$ cat src/rtl/exec_alu_pipe.sv
// exec_alu_pipe: integer ALU with LATENCY-deep fast path. Mul/div unit is built only with EXEC_ALU_MULDIV_EN.
// Latency: LATENCY cycles on the fast path, XLEN+1 cycles for mul/div. Fast-path throughput is 1 op/cycle.
// Backpressure: oValid&!iReady freezes every stage. A mul/div op blocks input until its result drains.
module exec_alu_pipe #(
  parameter int XLEN    = 32,
  parameter int LATENCY = 2,
  parameter int REGW    = 5
) (
  input  logic            iClk,
  input  logic            iRst,
  input  logic            iFlush,
  input  logic            iValid,
  output logic            oReady,
  input  logic [3:0]      iOp,
  input  logic [XLEN-1:0] iOpA,
  input  logic [XLEN-1:0] iOpB,
  input  logic [REGW-1:0] iRdAddr,
  output logic            oValid,
  input  logic            iReady,
  output logic [XLEN-1:0] oResult,
  output logic [REGW-1:0] oRdAddr,
  output logic            oIllegal
);
  localparam int SHW = $clog2(XLEN);

  logic [SHW-1:0]  shamt;
  logic [XLEN-1:0] aluRes;
  logic            aluIll;
  logic            stall, accept, accFast;

  logic            stVld [LATENCY];
  logic [XLEN-1:0] stRes [LATENCY];
  logic [REGW-1:0] stTag [LATENCY];
  logic            stIll [LATENCY];

  assign shamt  = iOpB[SHW-1:0];
  assign stall  = oValid && !iReady;
  assign accept = iValid && oReady;

  always_comb begin
    aluRes = '0;
    aluIll = 1'b0;
    case (iOp)
      4'd0:    aluRes = iOpA + iOpB;
      4'd1:    aluRes = iOpA - iOpB;
      4'd2:    aluRes = iOpA << shamt;
      4'd3:    aluRes = {{(XLEN-1){1'b0}}, ($signed(iOpA) < $signed(iOpB))};
      4'd4:    aluRes = {{(XLEN-1){1'b0}}, (iOpA < iOpB)};
      4'd5:    aluRes = iOpA ^ iOpB;
      4'd6:    aluRes = iOpA >> shamt;
      4'd7:    aluRes = $signed(iOpA) >>> shamt;
      4'd8:    aluRes = iOpA | iOpB;
      4'd9:    aluRes = iOpA & iOpB;
      4'd10:   aluRes = iOpA;
      default: aluIll = 1'b1;
    endcase
  end

  // Result is formed in stage 0; later stages only delay it. Flush wins over stall.
  always_ff @(posedge iClk or posedge iRst) begin
    if (iRst) begin
      for (int i = 0; i < LATENCY; i++) begin
        stVld[i] <= 1'b0;
        stRes[i] <= '0;
        stTag[i] <= '0;
        stIll[i] <= 1'b0;
      end
    end else if (iFlush) begin
      for (int i = 0; i < LATENCY; i++) stVld[i] <= 1'b0;
    end else if (!stall) begin
      stVld[0] <= accFast;
      stRes[0] <= aluRes;
      stTag[0] <= iRdAddr;
      stIll[0] <= aluIll;
      for (int i = 1; i < LATENCY; i++) begin
        stVld[i] <= stVld[i-1];
        stRes[i] <= stRes[i-1];
        stTag[i] <= stTag[i-1];
        stIll[i] <= stIll[i-1];
      end
    end
  end

`ifdef EXEC_ALU_MULDIV_EN
  typedef enum logic [1:0] {IDLE, RUN, DONE} state_t;
  state_t          state, stateNext;
  logic            isMd, mdAcc, stagesEmpty;
  logic [XLEN-1:0] mdHi, mdLo, mdB;
  logic [1:0]      mdOp;
  logic [REGW-1:0] mdTag;
  logic [SHW-1:0]  mdCnt;
  logic [XLEN:0]   mulSum, divShift, divDiff;

  always_comb begin
    stagesEmpty = 1'b1;
    for (int i = 0; i < LATENCY; i++) if (stVld[i]) stagesEmpty = 1'b0;
  end

  assign isMd    = (iOp >= 4'd11) && (iOp <= 4'd14);
  // Mul/div may only start into an empty pipe so results stay in order.
  assign oReady  = !iRst && !iFlush && !stall && (state == IDLE) && (!isMd || stagesEmpty);
  assign accFast = accept && !isMd;
  assign mdAcc   = accept && isMd;

  always_ff @(posedge iClk or posedge iRst) begin
    if (iRst) state <= IDLE;
    else      state <= stateNext;
  end

  always_comb begin
    stateNext = state;
    if (iFlush) stateNext = IDLE;
    else begin
      case (state)
        IDLE:    if (mdAcc) stateNext = RUN;
        RUN:     if (mdCnt == SHW'(XLEN-1)) stateNext = DONE;
        DONE:    if (iReady) stateNext = IDLE;
        default: stateNext = IDLE;
      endcase
    end
  end

  // mdHi:mdLo is product (shift-add) or remainder:quotient (restoring divide).
  assign mulSum   = {1'b0, mdHi} + (mdLo[0] ? {1'b0, mdB} : '0);
  assign divShift = {mdHi, mdLo[XLEN-1]};
  assign divDiff  = divShift - {1'b0, mdB};

  always_ff @(posedge iClk or posedge iRst) begin
    if (iRst) begin
      mdHi  <= '0;
      mdLo  <= '0;
      mdB   <= '0;
      mdOp  <= '0;
      mdTag <= '0;
      mdCnt <= '0;
    end else if (mdAcc) begin
      mdHi  <= '0;
      mdLo  <= iOpA;
      mdB   <= iOpB;
      mdOp  <= 2'(iOp - 4'd11);
      mdTag <= iRdAddr;
      mdCnt <= '0;
    end else if (state == RUN) begin
      mdCnt <= mdCnt + SHW'(1);
      if (!mdOp[1]) begin
        mdHi <= mulSum[XLEN:1];
        mdLo <= {mulSum[0], mdLo[XLEN-1:1]};
      end else if (!divDiff[XLEN]) begin
        mdHi <= divDiff[XLEN-1:0];
        mdLo <= {mdLo[XLEN-2:0], 1'b1};
      end else begin
        mdHi <= divShift[XLEN-1:0];
        mdLo <= {mdLo[XLEN-2:0], 1'b0};
      end
    end
  end

  always_comb begin
    if (state == DONE) begin
      oValid   = 1'b1;
      oResult  = mdOp[0] ? mdHi : mdLo;
      oRdAddr  = mdTag;
      oIllegal = 1'b0;
    end else begin
      oValid   = stVld[LATENCY-1];
      oResult  = stRes[LATENCY-1];
      oRdAddr  = stTag[LATENCY-1];
      oIllegal = stIll[LATENCY-1];
    end
  end
`else
  assign oReady   = !iRst && !iFlush && !stall;
  assign accFast  = accept;
  assign oValid   = stVld[LATENCY-1];
  assign oResult  = stRes[LATENCY-1];
  assign oRdAddr  = stTag[LATENCY-1];
  assign oIllegal = stIll[LATENCY-1];
`endif

endmodule

$ cat config.mk
export PLATFORM = sky130hd
export DESIGN_NAME = exec_alu_pipe
export DESIGN_NICKNAME = d
export VERILOG_FILES = /design/src/rtl/exec_alu_pipe.sv
export SDC_FILE = /design/constraint.sdc
export NUM_CORES = 1
export LEC_CHECK = 0
export BUFFER_PORTS_ARGS = -buffer_cell sky130_fd_sc_hd__buf_2
export CORE_ASPECT_RATIO = 1.1
export CORE_MARGIN = 2
export CORE_UTILIZATION = 45
export CTS_BUF_LIST = sky130_fd_sc_hd__clkbuf_8
export DETAILED_ROUTE_END_ITERATION = 8
export PLACE_DENSITY = 0.65
export RECOVER_POWER = 25
export SYNTH_ARGS = -nofsm -noshare
export SYNTH_HDL_FRONTEND = slang
export SYNTH_SLANG_ARGS = --single-unit
$ cat constraint.sdc
create_clock -name iClk -period 3.5 [get_ports iClk]
set_clock_uncertainty 0.05 [all_clocks]
set_input_delay 0.7 -clock iClk [delete_from_list [all_inputs] [get_ports iClk]]
set_output_delay 0.7 -clock iClk [all_outputs]
set_load 0.005 [all_outputs]
==> results of run 1 <==
==> Yosys cell counts (17+ instances only) <==
master,instances
buf_2,25
dfrtp_1,78
or3_1,17
a21oi_1,127
nor2_1,175
o21ai_0,91
nor3_1,32
buf_4,43
nand3_1,37
inv_1,89
clkbuf_1,67
a221oi_1,32
nand2_1,258
ha_1,100
o21bai_1,18
a22oi_1,22
a211oi_1,20
o211ai_1,25
o21ai_1,19
mux2i_1,30
mux4_2,55
==> worst reg2reg max path: stages, from the launching register on <==
cell,delay (ns)
dfrtp_1,0.37
nor2b_1,0.19
or2_2,0.41
buf_12,0.22
buf_4,0.24
a22o_1,0.24
a2111oi_0,0.56
buf_4,0.20
a21oi_1,0.07
==> flip-flops by register name, indices dropped and copies added (netlist names) <==
signal / count
oResult: 32
stRes: 32
oRdAddr: 5
stTag: 5
oIllegal: 1
oValid: 1
stIll: 1
stVld: 1
==> what timing repair did <==
action                     4_1_cts  5_1_grt
hold buffers                     0        0
setup endpoints to repair        0        5
resized for setup                0        3
==> report_power, final <==
group / total [mW] / switching, mW / leakage, nW / internal [mW]
sequential: 1.09 / 0.0693 / 1.02 / 1.02
clock: 0.710 / 0.318 / 0.108 / 0.391
combinational: 2.30 / 1.34 / 6.07 / 0.960
==> per-layer routing <==
| metal | routed length [um] | up-vias | part of all wire, % |
|---|---|---|---|
| met2 | 25800 | 836 | 45 |
| met5 | 0 | - | 0 |
| met1 | 24400 | 7053 | 42 |
| li1 | - | 6624 | - |
| met4 | 2850 | 0 | 4.9 |
| met3 | 4880 | 123 | 8.4 |
==> area by class of cell <==
| class | instances | area [um2] |
|---|---|---|
| clock buffers | 9 | 124 |
| clock inverters | 6 | 80.1 |
| fillers | 2768 | 12400 |
| inverters | 93 | 355 |
| multi-input cells | 1343 | 9410 |
| flip-flops and latches | 78 | 1950 |
| well taps | 363 | 454 |
| repair buffers | 416 | 2890 |
==> through the flow <==
stage | util, % | setup TNS [ns] | setup WS (ns) | instance area (um2) | instances
finish | 55.1 | 0 | 0.0804 | 15300 | 2308
floorplan | - | -0.00452 | -0.00452 | 12700 | 1680
CTS | 55.1 | 0 | 0.116 | 15300 | 2308
detailed placement | 54.3 | -1.81 | -0.246 | 15100 | 2293
global route | 55.1 | -0.0842 | -0.0842 | 15300 | 2308
global placement | 54.3 | -1.04 | -0.180 | 15100 | 2293
==> worst paths after layout <==
path | end | cells past startpoint
hold reg to reg | oResult[17] | 2
setup reg to reg | stRes[40] | 8
setup / recovery | stRes[62] | 13
min in group asynchronous | stRes[57] | 2
max in group asynchronous | oResult[21] | 3
hold / removal | oResult[17] | 2
==> kinds of logic after synthesis <==
| family | after synthesis | synth area share (%) |
|---|---|---|
| AO/OA/AOI/OAI | 517 | 27.9 |
| XOR/XNOR | 8 | 0.555 |
| adder cells (fa/ha/maj) | 102 | 10.2 |
| buffers and inverters | 259 | 10.6 |
| flip-flops | 78 | 15.5 |
| multiplexers | 94 | 13.0 |
| AND/OR/NAND/NOR | 622 | 22.3 |
==> run_results.csv, run 1 <==
group,metric,value,unit
outcome,status,"finished with violations",
outcome,violations,"max-capacitance violations, max-slew violations",
power_and_ir_drop,max-vdd-ir-drop,0.000356,V
layout,mostFrequentLayoutCell,"buf_4",
synthesis,ys_types,101,
global_routing,grt_pass1_vias,13856,
setup_path,crit_required,3.66,ns
routing,drc,0,
synthesis,synth_edf_count,0,
setup_path,crit_family,"compound AO/OA/AOI/OAI gates",
timing,hold_violations,0,
routing,wl_per_cell,25.1,um
setup_path,critPathSlowestCell,"a2111oi_2",
routing,postRouteAntennaNets,0,
power_and_ir_drop,leakagePower,7.20,nW
layout,layout-drive-gt1-share,27.4,%
timing,whs,0.418,ns
synthesis,yosysWarningCount,0,
global_routing,grt_pass1_wl,86.4,mm
global_routing,grtUsageTotal,38.9,%
setup_path,cp.arrival,3.58,ns
clock_network,cts_buffers,9,
clock_network,clk_pin_slew_worst_paths,0.07,ns
setup_path,crit_top_cell,"o211ai_1",
power_and_ir_drop,p_total,4.10,mW
min_path,hold_start,"oResult[17]",
clock_network,h-tree-depth,3,
synthesis,ys_seq_area_share,15.5,%
setup_path,worst-path-buf-inv,2,
timing,min_period,3.42,ns
setup_path,worstSetupPathType,"in -> reg",
timing,setup_violations,0,
floorplanning,die_h,180,um
floorplanning,initial_core_util,45.5,%
global_routing,globalRouteMet2Util,60.3,%
layout,diodes,0,
setup_path,startpoint,"iOpA[0]",
synthesis,syn-instance-count,1680,
synthesis,ys.flop_type,"dfrtp_1",
synthesis,synth_fp_nets,1860,
layout,layout.nets,2121,
synthesis,async_flop_share,100,%
timing,drv_slew,48,
layout,area_growth,21.0,%
setup_path,setup.worst_path.start_class,"primary input",
routing,wirelength,57.8,mm
global_routing,use_met3,4.41,%
global_routing,grt_max_degree,65,
timing,worstMarginPinSlew,1.98,ns
global_routing,antenna_found_initial,1,
clock_network,cts_setup_buffers,0,
clock_network,cts_tree,"done",
synthesis,syn_avg_cell_area,7.51,um2
synthesis,yosysTopAreaCell,"dfrtp_1",
place,port_buffers,117,
timing,timing.fmax,292,MHz
floorplanning,coreArea,0.0277,mm2
min_path,min_path_type,"reg -> reg",
synthesis,ys_ff_latch,78,
floorplanning,fp.dieW,164,um
synthesis,synth_area_leaders,"dfrtp_1, ha_1, mux4_2",
routing,via_per_inst,6.34,
floorplanning,dieArea,0.0294,mm2
setup_path,path_cells,"buf_2 > ha_1 > inv_1 > fa_1 > nor2b_1 > o211ai_1 > a2111oi_2 > or2_1 > a21oi_1 > o21ba_2 > o2111a_1 > o31ai_1 > o211ai_1",
place,gp_congestion,1.04,
clock_network,clock_latency,0.35,ns
setup_path,ff2ff_setup_slack,0.85,ns
floorplanning,rows,64,
job,drv_cap,1,
place,hpwl,47.0,mm
routing,vias,14636,
setup_path,r2r_start,"oValid",
setup_path,worstSetupEndpointType,"register",
floorplanning,io_pins,118,
synthesis,netlist_area,0.0126,mm2
timing,timing.final.crit_share,97.7,%
synthesis,synth_top_area_share,15.5,%
power_and_ir_drop,power.density,268,mW/mm2
timing,relSlewSlack,-33.0,%
routing,drt_iter0_drc,1847,
clock_network,clockRootBuffer,"clkbuf_8",
clock_network,cts.sinks,78,
global_routing,grt.busiest_layer,"met2",
routing,dr.pass1.iters,5,
clock_network,clock_path_buffers,2,
timing,rsz0062_at_grt,"true",
global_routing,grt-ovfl-total,0,
setup_path,crit_fanout,5,
layout,mostFrequentLayoutCells,"buf_4, nand2_1, nor2_1, a21oi_1, buf_2",
setup_path,max_stage_delay,0.45,ns
global_routing,use_met1,54.5,%
Power figures use the tool's default switching activity.
==> run 2, diff against run 1 <==
--- a/config.mk
+++ b/config.mk
@@ -5,9 +5,9 @@
 export SDC_FILE = /design/constraint.sdc
 export NUM_CORES = 1
 export LEC_CHECK = 0
-export BUFFER_PORTS_ARGS = -buffer_cell sky130_fd_sc_hd__buf_2
+export ABC_CLOCK_PERIOD_IN_PS = 3500
+export BUFFER_PORTS_ARGS = -buffer_cell sky130_fd_sc_hd__buf_4
 export CORE_ASPECT_RATIO = 1.1
-export CORE_MARGIN = 2
 export CORE_UTILIZATION = 45
 export CTS_BUF_LIST = sky130_fd_sc_hd__clkbuf_8
 export DETAILED_ROUTE_END_ITERATION = 8
==> run 2 against run 1 <==
  * The run still ends with max-capacitance violations, max-slew violations left
  * Register-to-register slack lost 0.11 ns
  * Global-route usage increased by 0.98 points
  * Combinational power rose by 3%
  * Worst setup slack lost 0.0020 ns
  * Die area decreased by 2.3%
  * Critical path depth rose by 1
  * Count of clock-buffer cells in the layout increased by 1
  * Critical path type unchanged
  * Highest routed layer unchanged
==> run_results.csv, run 2 (same netlist as run 1, synthesis figures left out) <==
group,metric,value,unit
outcome,status,"finished with violations",
outcome,violations,"max-capacitance violations, max-slew violations",
floorplanning,coreArea,0.0273,mm2
layout,layout-drive-gt1-share,28.1,%
routing,via_per_inst,6.39,
global_routing,grt_pass1_vias,14018,
routing,dr.pass1.iters,6,
routing,drc,0,
setup_path,critPathSlowestCell,"a211oi_1",
global_routing,antenna_found_initial,1,
clock_network,hold_buffers,0,
layout,layout.nets,2140,
clock_network,h-tree-depth,3,
layout,regArea,0.00195,mm2
clock_network,clock_latency,0.35,ns
clock_network,clockRootBuffer,"clkbuf_8",
setup_path,max_stage_delay,0.48,ns
setup_path,worstSetupPathType,"in -> reg",
layout,area_growth,24.8,%
routing,drt_iter0_drc,1887,
power_and_ir_drop,pwr-share-clk,19.0,%
layout,multiInputGateArea,0.00941,mm2
power_and_ir_drop,power.density,272,mW/mm2
floorplanning,initial_core_util,46.3,%
power_and_ir_drop,sequentialPowerShare,25.6,%
power_and_ir_drop,p_comb_share,55.4,%
setup_path,cp.arrival,3.61,ns
place,port_buffers,117,
setup_path,crit_family,"compound AO/OA/AOI/OAI gates",
place,gp_congestion,1.10,
setup_path,path_cells,"buf_4 > inv_1 > ha_1 > fa_1 > nor2_1 > o221ai_1 > nand2b_1 > a21o_1 > a211o_1 > a21oi_1 > o221ai_1 > a211oi_1 > buf_4 > o21ai_1",
timing,fin_setup_tns,0,ns
setup_path,setup.worst_path.start_class,"primary input",
timing,timing.final.crit_share,97.8,%
clock_network,cts_tree,"done",
routing,vias,14838,
setup_path,crit_fanout,3,
global_routing,grt-ovfl-total,0,
job,drv_cap,1,
floorplanning,die_h,178,um
floorplanning,rows,63,
timing,worstMarginPinSlew,1.99,ns
clock_network,cts_buffers,9,
place,hpwl,46.3,mm
setup_path,worst-path-buf-inv,3,
power_and_ir_drop,max-vdd-ir-drop,0.000306,V
power_and_ir_drop,p_sw,1.72,mW
timing,drv_slew,40,
global_routing,grtUsageTotal,39.9,%
layout,layout.filler_cells,2646,
routing,wl_per_cell,24.6,um
global_routing,grt_max_degree,76,
power_and_ir_drop,swShare,40.3,%
floorplanning,dieArea,0.0287,mm2
min_path,min_path_type,"in -> async",
timing,rsz0062_at_grt,"false",
setup_path,worstSetupEndpointType,"register",
power_and_ir_drop,leakagePower,7.37,nW
timing,setup_violations,0,
timing,whs,0.375,ns
clock_network,cts.sinks,78,
layout,diodes,0,
global_routing,grt_pass1_wl,85.8,mm
layout,mostFrequentLayoutCell,"buf_4",
power_and_ir_drop,p_int,2.55,mW
clock_network,clock_path_buffers,2,
power_and_ir_drop,p_total,4.27,mW
floorplanning,fp.dieW,162,um
layout,mostFrequentLayoutCells,"buf_4, nand2_1, nor2_1, a21oi_1, ha_1",
routing,wirelength,57.1,mm
clock_network,clk_pin_slew_worst_paths,0.08,ns
setup_path,crit_required,3.69,ns
timing,timing.fmax,292,MHz
floorplanning,io_pins,118,
timing,relSlewSlack,-32.4,%
timing,min_period,3.42,ns
routing,postRouteAntennaNets,0,
timing,hold_violations,0,
## run 2: worst paths after layout
path                           start           to  slack, ns  depth (start not counted)
hold / removal                  iRst    stRes[46]       0.37                          2
hold reg to reg            stRes[46]  oResult[14]       0.42                          2
min in group iClk          stRes[46]  oResult[14]       0.42                          2
setup / recovery             iOpA[0]    stRes[42]       0.08                         14
setup reg to reg              oValid    stRes[54]       0.74                         10
max in group asynchronous       iRst    stRes[40]       0.79                          3
## run 2: repair_timing
item                                   4_1_cts  5_1_grt
endpoints found under the hold margin        0        0
gates resized for setup                      0        4
setup buffers                                0        0
setup endpoints to repair                    0        7
## run 2: metrics by stage
step / std cells / utilization, % / area (um2) / worst slack (ns)
after floorplan: 1680 / - / 12700 / -0.00452
final: 2322 / 57.7 / 15700 / 0.0783
after CTS: 2322 / 57.7 / 15700 / 0.104
after global routing: 2322 / 57.7 / 15700 / 0.0142
after detailed placement: 2306 / 56.8 / 15500 / -0.257
after global placement: 2306 / 56.8 / 15500 / -0.246
## run 2: cell type report
class	count	area share, %
multi-input cells	1343	59.8
well taps	357	2.84
repair buffers	435	21.1
clock buffers	10	0.874
clock inverters	6	0.699
inverters	93	2.26
flip-flops and latches	78	12.4
## run 2: metal layers
metal  global-route usage, %  vias up  part of all wire [%]
met4                    18.0        0                   4.5
met3                    4.65      119                   9.2
li1                        -     6676                     -
met1                    54.3     7185                    42
met2                    63.1      858                    45
met5                       0        -                     0
## run 2: power by group through the flow
stage | clock network (mW) | logic [mW] | registers [mW]
finish | 0.811 | 2.37 | 1.09
global route | 0.853 | 2.53 | 1.11
CTS | 0.827 | 2.31 | 1.09
detailed placement | 0 | 2.30 | 1.11
global placement | 0 | 2.29 | 1.11
floorplan | 0 | 1.33 | 1.09
==> run 3, diff against run 2 <==
--- a/config.mk
+++ b/config.mk
@@ -7,12 +7,14 @@
 export LEC_CHECK = 0
 export ABC_CLOCK_PERIOD_IN_PS = 3500
 export BUFFER_PORTS_ARGS = -buffer_cell sky130_fd_sc_hd__buf_4
+export CELL_PAD_IN_SITES_DETAIL_PLACEMENT = 0
+export CELL_PAD_IN_SITES_GLOBAL_PLACEMENT = 1
 export CORE_ASPECT_RATIO = 1.1
 export CORE_UTILIZATION = 45
-export CTS_BUF_LIST = sky130_fd_sc_hd__clkbuf_8
 export DETAILED_ROUTE_END_ITERATION = 8
-export PLACE_DENSITY = 0.65
+export PLACE_DENSITY = 0.84
 export RECOVER_POWER = 25
+export SLEW_MARGIN = 15
 export SYNTH_ARGS = -nofsm -noshare
 export SYNTH_HDL_FRONTEND = slang
 export SYNTH_SLANG_ARGS = --single-unit
==> run 3 against run 2 <==
  * The flow still finishes with violations (max-capacitance violations, max-slew violations)
  * Register-to-register slack got worse by 0.07 ns
  * Via count fell by 1.0%
  * Combinational power barely moved
  * Final cell count fell by 1.7%
  * Critical endpoint is now stRes[57]
==> run_results.csv, run 3 (same netlist as run 1, synthesis figures left out) <==
group,metric,value,unit
setup_path,setup.worst_path.start_class,"primary input",
clock_network,hold_buffers,0,
place,dp_slack,-0.279,ns
layout,area_growth,22.9,%
place,gp_congestion,1.03,
min_path,min_path_type,"reg -> reg",
floorplanning,io_pins,118,
clock_network,cts_buffers,9,
floorplanning,coreArea,0.0273,mm2
setup_path,worstSetupPathType,"in -> reg",
power_and_ir_drop,max-vdd-ir-drop,0.000404,V
global_routing,grt_pass1_wl,89.2,mm
outcome,status,"finished with violations",
layout,layout.nets,2101,
setup_path,crit_required,3.75,ns
layout,diodes,0,
clock_network,clk_pin_slew_worst_paths,0.08,ns
floorplanning,rows,63,
layout,layout-drive-gt1-share,26.8,%
routing,via_per_inst,6.43,
routing,wl_per_cell,26.1,um
clock_network,clock_latency,0.36,ns
routing,drt_iter0_drc,1742,
layout,mostFrequentLayoutCells,"buf_4, nand2_1, nor2_1, a21oi_1, ha_1",
floorplanning,die_h,178,um
routing,vias,14687,
global_routing,antenna_found_initial,2,
routing,dr.pass1.iters,6,
timing,worstMarginPinSlew,2.21,ns
clock_network,cts_tree,"done",
clock_network,cts.sinks,78,
setup_path,cp.arrival,3.58,ns
clock_network,h-tree-depth,3,
global_routing,grt_max_degree,76,
floorplanning,dieArea,0.0287,mm2
power_and_ir_drop,power.density,287,mW/mm2
timing,relSlewSlack,-48.3,%
timing,rsz0062_at_grt,"false",
clock_network,clock_path_buffers,2,
timing,timing.fmax,301,MHz
timing,timing.final.crit_share,95.0,%
place,hpwl,48.1,mm
layout,mostFrequentLayoutCell,"buf_4",
setup_path,crit_fanout,5,
power_and_ir_drop,leakagePower,7.21,nW
clock_network,clockRootBuffer,"clkbuf_16",
floorplanning,initial_core_util,46.3,%
job,drv_cap,1,
timing,min_period,3.32,ns
routing,wirelength,59.7,mm
clock_network,cts_setup_buffers,0,
timing,whs,0.411,ns
global_routing,grt_pass1_vias,14154,
floorplanning,fp.dieW,162,um
global_routing,grtUsageTotal,42.0,%
setup_path,worstSetupEndpointType,"register",
place,port_buffers,117,
routing,drc,0,
outcome,violations,"max-capacitance violations, max-slew violations",
routing,postRouteAntennaNets,0,
global_routing,grt-ovfl-total,0,
timing,hold_violations,0,
timing,drv_slew,46,
timing,setup_violations,0,
timing,worst_slack,0.176,ns
[run 3: changes by cell type in the layout (fill, tap and decap cells not counted), sizes merged]
cell,before,now
clkbuf,14,13
buf,431,393
inv,92,93
clkinv,2,1
clkinvlp,2,4
bufinv,3,1
[run 3: through the flow]
step	cell area (um2)	std cells	utilization [%]	setup TNS (ns)	power, mW
after floorplan	12700	1680	-	-0.00452	2.42
final	15500	2283	56.8	0	4.44
after global placement	15200	2267	55.7	-1.31	3.37
after detailed placement	15200	2267	55.7	-1.74	3.39
after global routing	15500	2283	56.8	0	4.64
after CTS	15500	2283	56.8	0	4.38
[run 3: path summary, 6_finish.rpt]
path                          start         end  slack (ns)  depth (start not counted)
setup / recovery            iOpB[4]   stRes[57]        0.18                         13
hold / removal             stTag[9]  oRdAddr[4]        0.41                          2
setup reg to reg             oValid   stRes[56]        0.67                          6
hold reg to reg            stTag[9]  oRdAddr[4]        0.41                          2
max in group asynchronous      iRst  oResult[8]        0.84                          3
min in group asynchronous      iRst  oResult[0]        0.90                          2
[run 3: critical path: stages]
cell and delay [ns]:
buf_4 0.09, clkinv_1 0.07, ha_1 0.34, buf_4 0.16
a21oi_2 0.25, nand2_1 0.16, o211ai_1 0.26, a21oi_1 0.20
a221oi_2 0.39, o21ai_1 0.19, a311o_1 0.39, mux2_1 0.32
nand2_1 0.06
[run 3: repair_timing]
item | CTS | global route
gates resized for setup | 0 | 6
endpoints found under the setup margin | 0 | 8
endpoints found under the hold margin | 0 | 0
[run 3: cell type report]
cell class / count / area, um2
Fill cell: 2676 / 11800
Multi-Input combinational cell: 1343 / 9420
Timing Repair Buffer: 396 / 3030
Sequential cell: 78 / 1950
Tap cell: 357 / 447
Inverter: 93 / 355
Clock buffer: 10 / 229
Clock inverter: 6 / 70.1
[run 3: report_power, final]
| part | internal (mW) | switching [mW] | total, mW |
|---|---|---|---|
| combinational | 0.992 | 1.35 | 2.34 |
| clock | 0.559 | 0.435 | 0.994 |
| sequential | 1.02 | 0.0859 | 1.11 |
| total | 2.57 | 1.87 | 4.44 |
[run 3: per-layer routing]
layer | GRT usage, % | share of wire (%) | vias to the layer above
met2 | 67.4 | 45 | 912
met3 | 6.68 | 9.0 | 207
met4 | 24.8 | 6.7 | 2
met5 | 0 | 0.025 | -
li1 | - | - | 6586
met1 | 53.1 | 39 | 6980
